File: src/rtl/key_mode_sel.sv
// key_mode_sel: debounced push-button mode selector.
// A raw active-low key is synchronised, debounced and each confirmed press
// advances a 2-bit mode 0->1->2->3->0 for led_ctrl.sw.
// Optional feature macro: LONG_PRESS_EN (a long hold returns the mode to 0).
//
// Handshake: mode_vld (and long_vld when enabled) are single-cycle,
// valid-only strobes with no ready; the consumer must sample mode in the
// cycle the strobe is high, and mode stays stable until the next strobe.
module key_mode_sel #(
    parameter int CLK_FREQ    = 50_000_000,
    parameter int DB_CYCLES   = CLK_FREQ / 50,
    parameter int LONG_CYCLES = CLK_FREQ
) (
    input  logic       sys_clk,
    input  logic       rst_n,
    input  logic       key_in,
    output logic [1:0] mode,
    output logic       mode_vld,
    output logic       long_vld,
    output logic       key_level,
    output logic [1:0] dbg_state
);

    localparam int DB_W = $clog2(DB_CYCLES);
    localparam logic [DB_W-1:0] DB_LAST = DB_W'(DB_CYCLES - 1);

    typedef enum logic [1:0] {
        ST_IDLE       = 2'd0,
        ST_PRESS_DB   = 2'd1,
        ST_HELD       = 2'd2,
        ST_RELEASE_DB = 2'd3
    } state_t;

    logic [1:0]      r_sync;
    logic            w_key_s;
    state_t          r_state;
    logic [DB_W-1:0] r_db_cnt;
    logic [1:0]      r_mode;
    logic            r_mode_vld;
    logic            r_key_level;

`ifdef LONG_PRESS_EN
    localparam int LONG_W = $clog2(LONG_CYCLES);
    localparam logic [LONG_W-1:0] HOLD_LAST = LONG_W'(LONG_CYCLES - 1);
    localparam logic [LONG_W-1:0] HOLD_ARM  = LONG_W'(LONG_CYCLES - 2);

    logic [LONG_W-1:0] r_hold_cnt;
    logic              r_long_vld;
`endif

    // Two-flop synchroniser for the asynchronous key; idles high (released).
    always_ff @(posedge sys_clk or negedge rst_n) begin
        if (!rst_n) begin
            r_sync <= 2'b11;
        end else begin
            r_sync <= {r_sync[0], key_in};
        end
    end

    assign w_key_s = r_sync[1];

    // Debounce FSM with registered mode, strobes and debounced level.
    always_ff @(posedge sys_clk or negedge rst_n) begin
        if (!rst_n) begin
            r_state     <= ST_IDLE;
            r_db_cnt    <= '0;
            r_mode      <= 2'b00;
            r_mode_vld  <= 1'b0;
            r_key_level <= 1'b1;
`ifdef LONG_PRESS_EN
            r_hold_cnt  <= '0;
            r_long_vld  <= 1'b0;
`endif
        end else begin
            r_mode_vld <= 1'b0;
`ifdef LONG_PRESS_EN
            r_long_vld <= 1'b0;
`endif
            case (r_state)
                ST_IDLE: begin
                    if (!w_key_s) begin
                        r_state  <= ST_PRESS_DB;
                        r_db_cnt <= '0;
                    end
                end
                ST_PRESS_DB: begin
                    if (w_key_s) begin
                        // Low pulse shorter than the window: bounce, no event.
                        r_state <= ST_IDLE;
                    end else if (r_db_cnt == DB_LAST) begin
                        r_state     <= ST_HELD;
                        r_key_level <= 1'b0;
                        r_mode      <= r_mode + 2'd1;
                        r_mode_vld  <= 1'b1;
`ifdef LONG_PRESS_EN
                        r_hold_cnt  <= '0;
`endif
                    end else begin
                        r_db_cnt <= r_db_cnt + 1'b1;
                    end
                end
                ST_HELD: begin
                    if (w_key_s) begin
                        r_state  <= ST_RELEASE_DB;
                        r_db_cnt <= '0;
                    end
                end
                ST_RELEASE_DB: begin
                    if (!w_key_s) begin
                        // Release bounce: still the same physical press.
                        r_state <= ST_HELD;
                    end else if (r_db_cnt == DB_LAST) begin
                        r_state     <= ST_IDLE;
                        r_key_level <= 1'b1;
                    end else begin
                        r_db_cnt <= r_db_cnt + 1'b1;
                    end
                end
                default: begin
                    r_state <= ST_IDLE;
                end
            endcase
`ifdef LONG_PRESS_EN
            // Hold timer saturates, so the long event fires once per press.
            if ((r_state == ST_HELD || r_state == ST_RELEASE_DB) &&
                (r_hold_cnt != HOLD_LAST)) begin
                r_hold_cnt <= r_hold_cnt + 1'b1;
                if (r_hold_cnt == HOLD_ARM) begin
                    r_mode     <= 2'b00;
                    r_mode_vld <= 1'b1;
                    r_long_vld <= 1'b1;
                end
            end
`endif
        end
    end

    assign mode      = r_mode;
    assign mode_vld  = r_mode_vld;
    assign key_level = r_key_level;
    assign dbg_state = r_state;

`ifdef LONG_PRESS_EN
    assign long_vld = r_long_vld;
`else
    assign long_vld = 1'b0;
`endif

endmodule

File: config.mk
export PLATFORM = sky130hd
export DESIGN_NAME = key_mode_sel
export DESIGN_NICKNAME = d
export VERILOG_FILES = /design/src/rtl/key_mode_sel.sv
export SDC_FILE = /design/constraint.sdc
export NUM_CORES = 1
export LEC_CHECK = 0
export BUFFER_PORTS_ARGS = -buffer_cell sky130_fd_sc_hd__buf_4
export CORE_ASPECT_RATIO = 2
export CORE_MARGIN = 2
export CORE_UTILIZATION = 35
export CTS_CLUSTER_DIAMETER = 100
export DETAILED_ROUTE_END_ITERATION = 6
export PLACE_DENSITY = 0.49
export SYNTH_ARGS = -nofsm -noshare
export SYNTH_HDL_FRONTEND = slang
export SYNTH_SLANG_ARGS = --single-unit
export TNS_END_PERCENT = 100
File: constraint.sdc
create_clock -name sys_clk -period 2 [get_ports sys_clk]
set_input_delay 0 -clock sys_clk [delete_from_list [all_inputs] [get_ports sys_clk]]
set_output_delay 0 -clock sys_clk [all_outputs]
set_load 0.02 [all_outputs]
==> qor.txt, run 1 <==
GR Overflow Total -> 0
Worst EP arrival -> 2.03 ns
GRT Resource Usage Total -> 0.155
Synth Cell Area -> 1470 sq um
Clock tree buffer depth -> 2
Hold Vio Cnt, Final -> 0
First-pass GRT wire length -> 5690 um
CP required -> 2.16 ns
Hold_ws -> 0.162 ns
Total power -> 1140 uW
Power Density -> 661 nW/um^2
CTS Buf Count -> 3
Routability Congestion -> 0.876
Total Nets Final -> 170
Layout area overhead -> 18.1%
FP Rows -> 33
Top post-synthesis cells by area -> dfrtp_1 (43%), a22o_1 (6.0%), nand3_1 (5.5%)
DRT Pass-1 Iters -> 4
Tightest Pin Transition -> 0.660 ns
Ant. Diodes -> 0
Synth area leader -> dfrtp_1
Detailed Route Iter0 Violations -> 23
Core Region -> 4050 sq um
Sum Neg Setup Slack -> 0 ns
Worst hold path class -> input pin to async pin
Met3 Usage GRT -> 0.0219
Slew HR -> 0.559
Chip height -> 95.5 um
Worst setup SP type -> flip-flop
DRC viols -> 0
Clk_skew -> 0.00205 ns
Count of unique library cells instantiated by Yosys -> 36
Die area -> 4760 sq um
Mapped Cells -> 147
Final wirelength -> 3240 um
Top Ports -> 10
RSZ-0062 raised after global routing -> false
Met2 track demand over resource -> 0.287
Most common cell in the netlist -> dfrtp_1
Crit path time final -> 1.87 ns
Number of global-route vias before repair -> 1200
CP endpoint kind -> flip-flop
Seq/Total Area, Yosys -> 0.480
Reg area -> 704 sq um
TritonCTS clock tree -> built
IO buf count -> 8
Clk_lat worst skew -> 0.27 ns
Most used DFF post-synth -> dfrtp_1
Yosys top cell area share -> 0.427
Setup WS pre-CTS -> 0.0857 ns
Via-to-Cell Ratio -> 5.36
Multi-input logic area -> 717 sq um
Crit-path max FO -> 10
Max IR drop VDD -> 0.000423 V
YS warnings -> 0
Met1 Usage GRT -> 0.171
Yosys reg bits -> 28
Wirelength per Cell -> 14.9 um
Setup ws final -> 0.128 ns
Clock Sink Count -> 28
H-tree Lvls -> 1
Period utilization -> 0.936
Clock transition at path regs -> 0.10 ns
Core Util, Final -> 0.428
Status -> finished clean
Post-Syn Nets -> 151
Detail Placement HPWL -> 2410 um
Async S/R FF share, synth -> 1.00
Grt peak-use layer -> met2
Antenna violations before repair -> 0
Post-synth EDFFs -> 0
F_max -> 0.534 GHz
Largest net degree at the start of global routing -> 29
Leak Pwr -> 0.000772 uW
Filler instances -> 438
Setup violators final -> 0
Synthesized area per cell -> 9.98 sq um
Max-cap check violation count -> 0
Top cells by count, synth -> dfrtp_1 (25), nand3_1 (16), nand2_1 (15)
Slew Limit Fails -> 0
Share of cells above drive strength 1 -> 0.206
Die width -> 49.8 um
Vias -> 1164
ANT nets after route -> 0
Worst setup path category -> flip-flop to flip-flop
Initial Utilization -> 0.362
Clock tree root buffer cell -> clkbuf_8
## area by class of cell
| cell class | count | share of cell area |
|---|---|---|
| Sequential cell | 28 | 0.407 |
| Multi-Input combinational cell | 109 | 0.414 |
| Clock buffer | 3 | 0.0238 |
| Timing Repair Buffer | 21 | 0.0939 |
| Clock inverter | 1 | 0.0173 |
| Tap cell | 52 | 0.0376 |
| Inverter | 3 | 0.00650 |
## per-stage QoR
stage	cells	instance area, sq um
2_1_floorplan	147	1470
3_3_place_gp	210	1630
3_5_place_dp	210	1630
4_1_cts	216	1720
5_1_grt	217	1730
6_report	217	1730
## kinds of logic (layout without fill, tap and decap cells)
family | after synthesis | count (layout) | share of synthesized area
xor+xnor | 10 | 10 | 0.0649
other cells | 1 | 1 | 0.00256
compound gates | 21 | 21 | 0.105
fa+ha+maj | 1 | 1 | 0.00853
buf+inv | 10 | 28 | 0.0358
flops | 28 | 28 | 0.480
simple gates | 71 | 71 | 0.266
mux | 5 | 5 | 0.0367
## routing by layer
| layer | vias up | wire length (um) |
|---|---|---|
| met4 | 0 | 116 |
| met2 | 34 | 1770 |
| met1 | 562 | 1240 |
| met5 | - | 0 |
| li1 | 558 | - |
| met3 | 10 | 105 |
## path summary, 6_finish.rpt
check,from,end,slack [ns],cells after the start
min in group sys_clk,r_sync[0],r_sync[1],0.37,0
max in group asynchronous,rst_n,r_sync[1],1.52,2
max,r_db_cnt[0],r_db_cnt[0],0.13,6
min,rst_n,r_db_cnt[16],0.16,2
max reg2reg,r_db_cnt[0],r_db_cnt[0],0.13,6
min reg2reg,r_sync[0],r_sync[1],0.37,0
## power by group
group / internal [uW] / leakage (uW) / switching [uW] / total [uW]
Clock: 268 / 0.0000357 / 182 / 450
Sequential: 586 / 0.000376 / 21.3 / 608
Combinational: 38.6 / 0.000360 / 48.3 / 86.9
## flip-flops by register name (all words and copies together), names as in the netlist, named ones only
signal / flops
mode: 2
r_db_cnt: 20
key_level: 1
r_sync: 2
dbg_state: 1
mode_vld: 1
## critical path: stages (launching register included)
cell,delay [ns]
dfrtp_1,0.40
ha_1,0.20
nand3_1,0.17
or2_2,0.42
o21ai_4,0.25
buf_4,0.21
o21ai_0,0.11
## layout by cell type, fill, tap and decap left out, types with 2 or more instances in the layout
cell type,n
dfrtp_1,25
buf_4,19
nand3_1,16
nand2_1,15
nor2_1,14
a22o_1,10
xor2_1,7
o21ai_0,6
nand4_1,5
nor3_1,4
and3_1,3
mux2_2,3
inv_1,3
clkbuf_8,3
dfstp_2,3
nor4b_1,2
xnor2_1,2
mux2i_1,2
or4b_1,2
nor4_1,2
a21o_1,2
dlygate4sd3_1,2
## what timing repair did
action,CTS,global route
gates resized for setup,0,1
setup endpoints to repair,0,7
hold buffers,2,0
setup buffers,0,1
endpoints found under the hold margin,29,0
Note: power is estimated with default switching activity, not from simulation.
==> run 2, diff against run 1 <==
--- a/config.mk
+++ b/config.mk
@@ -11,7 +11,7 @@
 export CORE_UTILIZATION = 35
 export CTS_CLUSTER_DIAMETER = 100
 export DETAILED_ROUTE_END_ITERATION = 6
-export PLACE_DENSITY = 0.49
+export HOLD_SLACK_MARGIN = 0.06
 export SYNTH_ARGS = -nofsm -noshare
 export SYNTH_HDL_FRONTEND = slang
 export SYNTH_SLANG_ARGS = --single-unit
==> run 2 against run 1 <==
Compared with the run above:
- sequential power hardly changed
- non-clock buffer count is 2 lower
- wire length is 0.71% higher
- cell area is 1.3% lower
- cell count is 0.92% lower
- first-iteration DRC count is 43% higher
- critical path depth stayed put
- flip-flop and latch count stayed put
- critical path type unchanged
==> qor.txt, run 2 (synthesized netlist as in run 1, its figures left out) <==
Status -> finished clean (unchanged)
Leak Pwr -> 0.000764 uW (was 0.000772 uW)
Largest net degree at the start of global routing -> 29 (unchanged)
GR Overflow Total -> 0 (unchanged)
Worst R2R End -> r_db_cnt[0] (unchanged)
Final wirelength -> 3260 um (was 3240 um)
Crit-path max FO -> 12 (was 10)
CTS resizes -> 0 (unchanged)
Max-cap check violation count -> 0 (unchanged)
DRC viols -> 0 (unchanged)
Most flop-heavy register -> r_db_cnt (unchanged)
Clock transition at path regs -> 0.10 ns (about the same)
Chip height -> 95.5 um (unchanged)
Total power -> 1130 uW (was 1140 uW)
Worst setup SP type -> flip-flop (unchanged)
Layout area overhead -> 16.6% (was 18.1%)
Crit path time final -> 1.85 ns (was 1.87 ns)
H-tree Lvls -> 1 (unchanged)
Filler instances -> 420 (was 438)
CP required -> 2.15 ns (was 2.16 ns)
Final Cell Area -> 1710 sq um (was 1730 sq um)
Max FFs per register -> 20 (unchanged)
Core Region -> 4050 sq um (unchanged)
Wirelength per Cell -> 15.2 um (was 14.9 um)
CTS Buf Count -> 3 (unchanged)
First-pass GRT wire length -> 5430 um (was 5690 um)
Routability Congestion -> 0.880 (was 0.876)
Clock Sink Count -> 28 (unchanged)
DRT Pass-1 Iters -> 4 (unchanged)
Worst EP arrival -> 2.00 ns (was 2.03 ns)
Reg area -> 704 sq um (unchanged)
RSZ-0062 raised after global routing -> false (unchanged)
ANT nets after route -> 0 (unchanged)
GRT Resource Usage Total -> 0.150 (was 0.155)
Commonest cells after routing, fill and taps aside -> dfrtp_1 (25), buf_4 (17), nand3_1 (16), nand2_1 (15), nor2_1 (14) (was dfrtp_1 (25), buf_4 (19), nand3_1 (16), nand2_1 (15), nor2_1 (14))
Worst hold path class -> input pin to async pin (unchanged)
Die width -> 49.8 um (unchanged)
Multi-input logic area -> 709 sq um (was 717 sq um)
Max IR drop VDD -> 0.000501 V (was 0.000423 V)
Clk_lat worst skew -> 0.27 ns (about the same)
Total Nets Final -> 168 (was 170)
Placed inst area -> 1620 sq um (was 1630 sq um)
Slew Limit Fails -> 0 (unchanged)
Ant. Diodes -> 0 (unchanged)
Worst r2r path cells -> 6 (unchanged)
Period utilization -> 0.924 (was 0.936)
Detailed Route Iter0 Violations -> 33 (was 23)
Hold Vio Cnt, Final -> 0 (unchanged)
Antenna violations before repair -> 0 (unchanged)
Die area -> 4760 sq um (unchanged)
Via-to-Cell Ratio -> 5.48 (was 5.36)
TritonCTS clock tree -> built (unchanged)
Clk_skew -> 0.00559 ns (was 0.00205 ns)
Share of cells above drive strength 1 -> 0.196 (was 0.206)
Top Ports -> 10 (unchanged)
Detail Placement HPWL -> 2450 um (was 2410 um)
FP Rows -> 33 (unchanged)
Number of global-route vias before repair -> 1227 (was 1200)
Vias -> 1178 (was 1164)
Reg2reg setup slack -> 0.15 ns (was 0.13 ns)
Setup repair bufs after CTS -> 0 (unchanged)
Tightest Pin Transition -> 0.622 ns (was 0.660 ns)
CTS hold repair buffers -> 2 (unchanged)
R2r startpoint -> r_db_cnt[0] (unchanged)
F_max -> 0.541 GHz (was 0.534 GHz)
Power Density -> 664 nW/um^2 (was 661 nW/um^2)
Clock tree buffer depth -> 2 (unchanged)
Commonest non-fill, non-tap cell in the layout -> dfrtp_1 (unchanged)
Clock tree root buffer cell -> clkbuf_8 (unchanged)
Initial Utilization -> 0.362 (unchanged)
Core Util, Final -> 0.422 (was 0.428)
Slew HR -> 0.585 (was 0.559)
Worst setup path category -> flip-flop to flip-flop (unchanged)
IO buf count -> 8 (unchanged)
Sum Neg Setup Slack -> 0 ns (unchanged)
Setup violators final -> 0 (unchanged)
CP endpoint kind -> flip-flop (unchanged)
==> run 2: how the worst max path moves through the flow <==
stage               slack, ns      endpoint          from  cells past startpoint
finish                   0.15   r_db_cnt[0]   r_db_cnt[0]                      6
global route            0.008  r_db_cnt[11]   r_db_cnt[0]                      6
CTS                      0.14  r_db_cnt[11]   r_db_cnt[0]                      6
detailed placement       0.16  r_db_cnt[11]   r_db_cnt[0]                      6
global placement         0.20  r_db_cnt[18]     r_sync[1]                      5
floorplan                0.27   r_db_cnt[0]  dbg_state[0]                      6
==> run 2: per-stage QoR <==
step	cells	hold WS, ns	setup WS (ns)
finish	215	0.189	0.152
global route	215	0.220	0.00830
CTS	215	0.193	0.141
detailed placement	209	-0.0596	0.164
global placement	209	-0.0631	0.201
floorplan	147	-0.296	0.273
==> run 2: routing by layer <==
metal / track usage / part of all wire
met5: 0 / 0
met4: 0.123 / 0.055
met3: 0.0219 / 0.018
met2: 0.262 / 0.55
met1: 0.156 / 0.38
==> run 2: worst max-delay path, cell delays in order, from the launching register on <==
cell and delay, ns:
dfrtp_1 0.40, ha_1 0.20, nand3_1 0.18, or2_2 0.41
o21ai_2 0.22, buf_4 0.21, o21ai_0 0.11
==> run 2: power by group <==
part	switching, uW	total [uW]	leakage, uW	internal (uW)
clock	177	444	0.0000357	268
combinational	45.9	81.2	0.000353	35.3
sequential	22.5	609	0.000376	587
total	245	1130	0.000764	890
==> run 2: final cells by class <==
cell class                      instances  area share
Timing Repair Buffer                   19      0.0864
Clock inverter                          1      0.0176
Clock buffer                            3      0.0242
Multi-Input combinational cell        109       0.415
Inverter                                3     0.00659
Tap cell                               52      0.0381
Sequential cell                        28       0.412
